===== src/rtl/coeff_fifo_loader.sv =====
// Write-side producer for the coefficient FIFO: forwards a framed host stream and appends the START marker.
// Optional running-XOR checksum output is enabled by defining COEFF_LOADER_CHECKSUM_EN.
module coeff_fifo_loader #(
   parameter int                 DATA_W     = 32,
   parameter int                 CNT_W      = 12,
   parameter logic [DATA_W-1:0]  START_WORD = 32'h7F90_0000
) (
   input  logic              clk_i,
   input  logic              rstn_i,
   input  logic              clear_i,
   input  logic              s_valid_i,
   input  logic [DATA_W-1:0] s_data_i,
   input  logic              s_last_i,
   output logic              s_ready_o,
   input  logic              fifo_full_i,
   output logic              fifo_wr_en_o,
   output logic [DATA_W-1:0] fifo_data_o,
   output logic              busy_o,
   output logic              done_o,
   output logic [CNT_W-1:0]  word_cnt_o,
   output logic              err_o
`ifdef COEFF_LOADER_CHECKSUM_EN
   ,
   output logic [DATA_W-1:0] checksum_o
`endif
);

   // state  | meaning
   // S_IDLE | no frame open; last frame's count/error held
   // S_LOAD | frame open, forwarding host words to the FIFO
   // S_MARK | waiting for a free FIFO slot to write the START marker
   typedef enum logic [1:0] {S_IDLE, S_LOAD, S_MARK} state_t;

   localparam logic [CNT_W-1:0] CNT_MAX = '1;

   state_t            state_q, state_d;
   logic [CNT_W-1:0]  cnt_q, cnt_d, cnt_base;
   logic              err_q, err_d;
   logic              busy_q, busy_d;
   logic              accept, drop, wr_data, wr_mark;
`ifdef COEFF_LOADER_CHECKSUM_EN
   logic [DATA_W-1:0] chk_q, chk_d, chk_base;
`endif

   assign s_ready_o    = (state_q != S_MARK) & ~fifo_full_i & ~clear_i;
   assign accept       = s_valid_i & s_ready_o;
   assign drop         = (s_data_i == START_WORD);
   assign wr_data      = accept & ~drop;
   assign wr_mark      = (state_q == S_MARK) & ~fifo_full_i & ~clear_i;

   assign fifo_wr_en_o = wr_data | wr_mark;
   assign fifo_data_o  = (state_q == S_MARK) ? START_WORD : s_data_i;
   assign done_o       = wr_mark;
   assign busy_o       = busy_q;
   assign word_cnt_o   = cnt_q;
   assign err_o        = err_q;
`ifdef COEFF_LOADER_CHECKSUM_EN
   assign checksum_o   = chk_q;
`endif

   always_comb begin
      state_d  = state_q;
      cnt_d    = cnt_q;
      err_d    = err_q;
      // The first word of a frame restarts the count from zero.
      cnt_base = (state_q == S_IDLE) ? '0 : cnt_q;
`ifdef COEFF_LOADER_CHECKSUM_EN
      chk_d    = chk_q;
      chk_base = (state_q == S_IDLE) ? '0 : chk_q;
`endif
      if (clear_i) begin
         state_d = S_IDLE;
         cnt_d   = '0;
         err_d   = 1'b0;
`ifdef COEFF_LOADER_CHECKSUM_EN
         chk_d   = '0;
`endif
      end else begin
         case (state_q)
            S_IDLE, S_LOAD: begin
               if (accept) begin
                  cnt_d = cnt_base + CNT_W'(wr_data);
`ifdef COEFF_LOADER_CHECKSUM_EN
                  chk_d = wr_data ? (chk_base ^ s_data_i) : chk_base;
`endif
                  if (drop) err_d = 1'b1;
                  if (s_last_i) begin
                     state_d = S_MARK;
                  end else if (wr_data && (cnt_d == CNT_MAX)) begin
                     state_d = S_MARK;
                     err_d   = 1'b1;
                  end else begin
                     state_d = S_LOAD;
                  end
               end
            end
            S_MARK: begin
               if (wr_mark) state_d = S_IDLE;
            end
            default: state_d = S_IDLE;
         endcase
      end
      busy_d = (state_d != S_IDLE);
   end

   always_ff @(posedge clk_i or negedge rstn_i) begin
      if (!rstn_i) begin
         state_q <= S_IDLE;
         cnt_q   <= '0;
         err_q   <= 1'b0;
         busy_q  <= 1'b0;
`ifdef COEFF_LOADER_CHECKSUM_EN
         chk_q   <= '0;
`endif
      end else begin
         state_q <= state_d;
         cnt_q   <= cnt_d;
         err_q   <= err_d;
         busy_q  <= busy_d;
`ifdef COEFF_LOADER_CHECKSUM_EN
         chk_q   <= chk_d;
`endif
      end
   end

endmodule


===== config.mk =====
export PLATFORM = sky130hd
export DESIGN_NAME = coeff_fifo_loader
export DESIGN_NICKNAME = d
export VERILOG_FILES = /design/src/rtl/coeff_fifo_loader.sv
export SDC_FILE = /design/constraint.sdc
export NUM_CORES = 1
export LEC_CHECK = 0
export CORE_AREA = 2 2 77 57
export DETAILED_ROUTE_END_ITERATION = 12
export DIE_AREA = 0 0 79 59
export GPL_ROUTABILITY_DRIVEN = 0
export PLACE_DENSITY_LB_ADDON = 0.12
export SLEW_MARGIN = 10
export SYNTH_ARGS = -nofsm -noshare
export SYNTH_HDL_FRONTEND = slang
export SYNTH_SLANG_ARGS = --single-unit

===== constraint.sdc =====
create_clock -name clk_i -period 3.6 [get_ports clk_i]
set_input_delay 1.08 -clock clk_i [delete_from_list [all_inputs] [get_ports clk_i]]
set_output_delay 1.08 -clock clk_i [all_outputs]
set_load 0.1 [all_outputs]

==> tab_implementation.tex <==
\begin{tabular}{lr}
\hline
Metric & Value \\
\hline
\multicolumn{2}{l}{\textbf{Status}} \\
\quad Result of the run & completed \\
\multicolumn{2}{l}{\textbf{Clocking}} \\
\quad Clock sink count & 16 \\
\quad Maximum clock insertion buffer count & 2 \\
\quad H-tree level count & 1 \\
\quad Worst-skew pair later-pin latency & 250 ps \\
\quad Number of hold buffers added after CTS & 0 \\
\quad Worst-path clk slew & 70 ps \\
\quad Clock tree from TritonCTS & done \\
\quad Number of buffers added by the clock tree synthesis step & 3 \\
\quad Clk root buf & sky130\_fd\_sc\_hd\_\_clkbuf\_8 \\
\multicolumn{2}{l}{\textbf{Synth}} \\
\quad Fraction of the yosys area taken by sequential cells & 0.277 \\
\quad Top flip-flop cell by instance count after synthesis & sky130\_fd\_sc\_hd\_\_dfrtp\_1 \\
\quad Post-synth net total & $\sim$210 \\
\quad Top cells by area in the synthesized netlist & sky130\_fd\_sc\_hd\_\_dfrtp\_1, sky130\_fd\_sc\_hd\_\_and2\_1, sky130\_fd\_sc\_hd\_\_nand2b\_1 \\
\quad Post-synthesis async set-or-reset flop share & 1.00 \\
\quad Main combinational cell family by area after synthesis & simple AND/OR/NAND/NOR gates \\
\quad Share of the synthesized area in compound gates (AO/OA/AOI/OAI) & 0.177 \\
\quad Multiplexer share of the synthesized area & 0.0138 \\
\quad \#FFs+latches synth & 16 \\
\quad Share of the synthesized area in the top cell type & 0.277 \\
\quad Adder-cell area share of the yosys netlist & 0.0173 \\
\quad Number of warning messages in the yosys log & 0 \\
\quad EDFF count, synth & 0 \\
\quad Post-Synthesis Cell Area & 1450 µm² \\
\quad Share of synthesized cell area in and, or, nand and nor gates & 0.440 \\
\quad Syn Inst Count & between 150 and 200 \\
\quad Cell taking the most area after synthesis & sky130\_fd\_sc\_hd\_\_dfrtp\_1 \\
\quad Count of unique library cells instantiated by Yosys & 48 \\
\quad Xor/xnor share of the synthesized area & 0.0242 \\
\quad Mean area per synthesized cell & 8.31 µm² \\
\multicolumn{2}{l}{\textbf{Global routing}} \\
\quad Grt met2 use & 0.402 \\
\quad Number of global-route vias before repair & 1713 \\
\quad GRT Overall Usage & 0.236 \\
\quad Final global-route overflow total & 0 \\
\quad Number of antenna violations at the first check in global routing & 0 \\
\quad GRT busiest layer & met2 \\
\quad GR met3 Demand/Resource & 0.0640 \\
\quad Global routing usage on met1 & 0.300 \\
\quad Wire length of the first global-routing pass & 8.42 mm \\
\quad Maximum number of pins on one net before global-route repair & 34 \\
\multicolumn{2}{l}{\textbf{Min path}} \\
\quad Worst Hold Depth & 1 \\
\quad Worst min path class & reg -> reg \\
\multicolumn{2}{l}{\textbf{Finish}} \\
\quad Fraction of final layout cells with drive strength greater than 1 & 0.450 \\
\quad Most frequent cells in the layout & sky130\_fd\_sc\_hd\_\_buf\_4, sky130\_fd\_sc\_hd\_\_buf\_12, sky130\_fd\_sc\_hd\_\_and2\_1 \\
\quad Final nets & 319 \\
\quad Most common library cell in the layout ignoring fill and taps & sky130\_fd\_sc\_hd\_\_buf\_4 \\
\quad Utilization of the core after routing & 0.766 \\
\quad Growth of design area from synthesis to finish & 104\% \\
\quad Post-layout instance area & 2950 µm² \\
\quad Final std cells w/o fill & 330 \\
\quad Ant. Diodes & 0 \\
\multicolumn{2}{l}{\textbf{Floorplanning}} \\
\quad Die Outline Area & around 4700 µm² \\
\quad Number of ports placed on the die boundary & 87 \\
\quad Height of the chip & around 60 µm \\
\quad Effective utilization at floorplan & 0.376 \\
\quad Width of the chip & 79 µm \\
\quad Placeable core region & roughly 3900 µm² \\
\quad Number of standard-cell rows in the floorplan & 19 \\
\multicolumn{2}{l}{\textbf{Placement}} \\
\quad Detailed placer's ending HPWL & just over 4 mm \\
\quad PortBufs & 86 \\
\quad Worst setup slack before clock tree synthesis & -814 ps \\
\quad Placed Instances & 324 \\
\quad Post-DP Area & between 2000 and 3000 µm² \\
\multicolumn{2}{l}{\textbf{Drt}} \\
\quad Vias after detailed routing & 1739 \\
\quad Total length of routed wires & 5.30 mm \\
\quad Number of iterations in the first detailed-routing pass & 4 \\
\quad Total DRC errors in the routed layout & 0 \\
\quad Final antenna-violating net count & 0 \\
\quad Wirelength per Cell & 16.1 µm \\
\quad Via density per instance & 5.27 \\
\quad Number of DRC violations after detailed-routing iteration 0 & around 110 \\
\multicolumn{2}{l}{\textbf{Critical path}} \\
\quad Reg2reg setup slack & $\sim$710 ps \\
\quad Type of element capturing the critical path & flip-flop \\
\quad Launching element of the worst setup path & s\_data\_i[24] \\
\quad Most frequent CP cell & sky130\_fd\_sc\_hd\_\_ha\_4 \\
\quad Critical R2R Capture & err\_o\$\_DFFE\_PN0P\_ \\
\quad Critical path's largest stage delay & 560 ps \\
\quad Data arrival time of the critical path & 3740 ps \\
\quad Critical Path Slowest Stage Cell & sky130\_fd\_sc\_hd\_\_or4\_4 \\
\quad Critical path start-end classification & in -> reg \\
\quad Worst R2R Start & state\_q[1]\$\_DFF\_PN0\_ \\
\quad Required time at the endpoint of the critical path & 3750 ps \\
\quad CP endpoint & err\_o\$\_DFFE\_PN0P\_ \\
\quad Cells along the critical path & buf\_6 > nand4\_1 > or4b\_4 > o311ai\_4 > inv\_2 > ha\_4 > ha\_4 > and2\_4 > o21ai\_2 > a32oi\_2 > or4\_4 > o41ai\_2 \\
\quad Worst r2r path cells & 13 \\
\quad Maximum fanout encountered on the critical timing path & 2 \\
\quad CP startpoint kind & input pin \\
\multicolumn{2}{l}{\textbf{Power and ir drop}} \\
\quad Peak ir drop on the vdd network & 172 µV \\
\quad Standby leakage power & 0.00130 µW \\
\quad Cell area power density & approximately 260 nW/µm² \\
\multicolumn{2}{l}{\textbf{Timing}} \\
\quad Slew margin rel. & 0.491 \\
\quad Hold Vio Cnt, Final & 0 \\
\quad Crit path setup slack, layout & approximately 18 ps \\
\quad Clock Skew & 1.64 ps \\
\quad Setup violation total in the final timing report & 0 \\
\quad Measured slew at the worst slew-check pin & 761 ps \\
\quad Fin crit period & 3580 ps \\
\quad Max Clock Freq & 279 MHz \\
\quad Total negative setup slack & 0 ps \\
\quad Final Max Tran Viols & 0 \\
\quad Unrepaired setup endpoints after global routing & yes \\
\quad Final period util & 0.995 \\
\multicolumn{2}{l}{\textbf{Run}} \\
\quad Max\_cap viols & 0 \\
\hline
\end{tabular}
-- logic make-up (layout without fill, tap and decap cells) --
kind of cell | after synthesis | count (layout)
fa+ha+maj | 2 | 2
simple gates | 101 | 101
compound gates | 37 | 37
mux | 2 | 2
xor+xnor | 4 | 4
buf+inv | 12 | 116
flops | 16 | 16
-- metrics by stage --
stage | total power, µW | hold slack (ps)
3_5_place_dp | 615 | 556
4_1_cts | 769 | 570
5_1_grt | 792 | 604
6_report | 769 | 563
2_1_floorplan | 426 | 632
3_3_place_gp | 612 | 543
-- worst min-delay path by stage --
| stage | slack [ps] | to | from |
|---|---|---|---|
| floorplan | 630 | state_q[0]$_DFF_PN0_ | state_q[1]$_DFF_PN0_ |
| global route | 600 | word_cnt_o[9]$_DFFE_PN0P_ | word_cnt_o[9]$_DFFE_PN0P_ |
| CTS | 570 | word_cnt_o[9]$_DFFE_PN0P_ | word_cnt_o[9]$_DFFE_PN0P_ |
| global placement | 540 | word_cnt_o[11]$_DFFE_PN0P_ | word_cnt_o[11]$_DFFE_PN0P_ |
| finish | 560 | word_cnt_o[9]$_DFFE_PN0P_ | word_cnt_o[9]$_DFFE_PN0P_ |
| detailed placement | 560 | word_cnt_o[9]$_DFFE_PN0P_ | word_cnt_o[9]$_DFFE_PN0P_ |
-- layout make-up --
type                            count  area (µm²)
Clock buffer                        4        55.1
Fill cell                         258         902
Inverter                            2        7.51
Multi-Input combinational cell    146        1130
Sequential cell                    16         400
Tap cell                           52        65.1
Timing Repair Buffer              110        1290
-- power by group --
| group | switching [µW] | internal, µW | total [µW] |
|---|---|---|---|
| Clock | 65.0 | 97.1 | 162 |
| Combinational | 270 | 151 | 421 |
| Sequential | 3.64 | 182 | 186 |
| Total | 339 | 430 | 769 |
-- synth_stat cells, types with 2 or more instances --
master,count
sky130_fd_sc_hd__nor4b_1,2
sky130_fd_sc_hd__clkbuf_1,5
sky130_fd_sc_hd__o22ai_1,3
sky130_fd_sc_hd__a21oi_1,4
sky130_fd_sc_hd__nor2b_1,4
sky130_fd_sc_hd__and2_1,25
sky130_fd_sc_hd__buf_6,3
sky130_fd_sc_hd__o41ai_1,3
sky130_fd_sc_hd__nand4_1,5
sky130_fd_sc_hd__dfrtp_1,16
sky130_fd_sc_hd__o31ai_1,5
sky130_fd_sc_hd__inv_1,2
sky130_fd_sc_hd__nor2_1,9
sky130_fd_sc_hd__o21ai_0,13
sky130_fd_sc_hd__ha_1,2
sky130_fd_sc_hd__mux2i_1,2
sky130_fd_sc_hd__nand3_1,4
sky130_fd_sc_hd__nand2b_1,15
sky130_fd_sc_hd__xor2_1,3
sky130_fd_sc_hd__nor3_1,4
sky130_fd_sc_hd__nor4_1,4
sky130_fd_sc_hd__or2b_1,2
sky130_fd_sc_hd__nand2_1,14
-- critical path: cells and delay by family --
family / cells / cell delay, ps
buffers and inverters: 2 / 170
and+or+nand+nor: 4 / 1310
AOI/OAI and AO/OA: 4 / 820
adders and majority gates: 2 / 340
-- routing by layer --
| metal | share of wire | vias to the layer above | routed length (µm) |
|---|---|---|---|
| li1 | - | 841 | - |
| met1 | 0.42 | 824 | 2240 |
| met2 | 0.49 | 66 | 2620 |
| met3 | 0.066 | 8 | 352 |
| met4 | 0.016 | 0 | 84 |
| met5 | 0 | - | 0 |
-- state kept, by name, summed over array words and instances, names as in the netlist --
register / flops
busy_o: 1
state_q: 2
err_o: 1
word_cnt_o: 12
-- repair_timing --
action / CTS / global route
pin swaps: 16 / 11
setup buffers: 1 / 1
gates resized for setup: 86 / 20
setup endpoints to repair: 7 / 4
No activity file was read; power rests on OpenSTA's default activity.
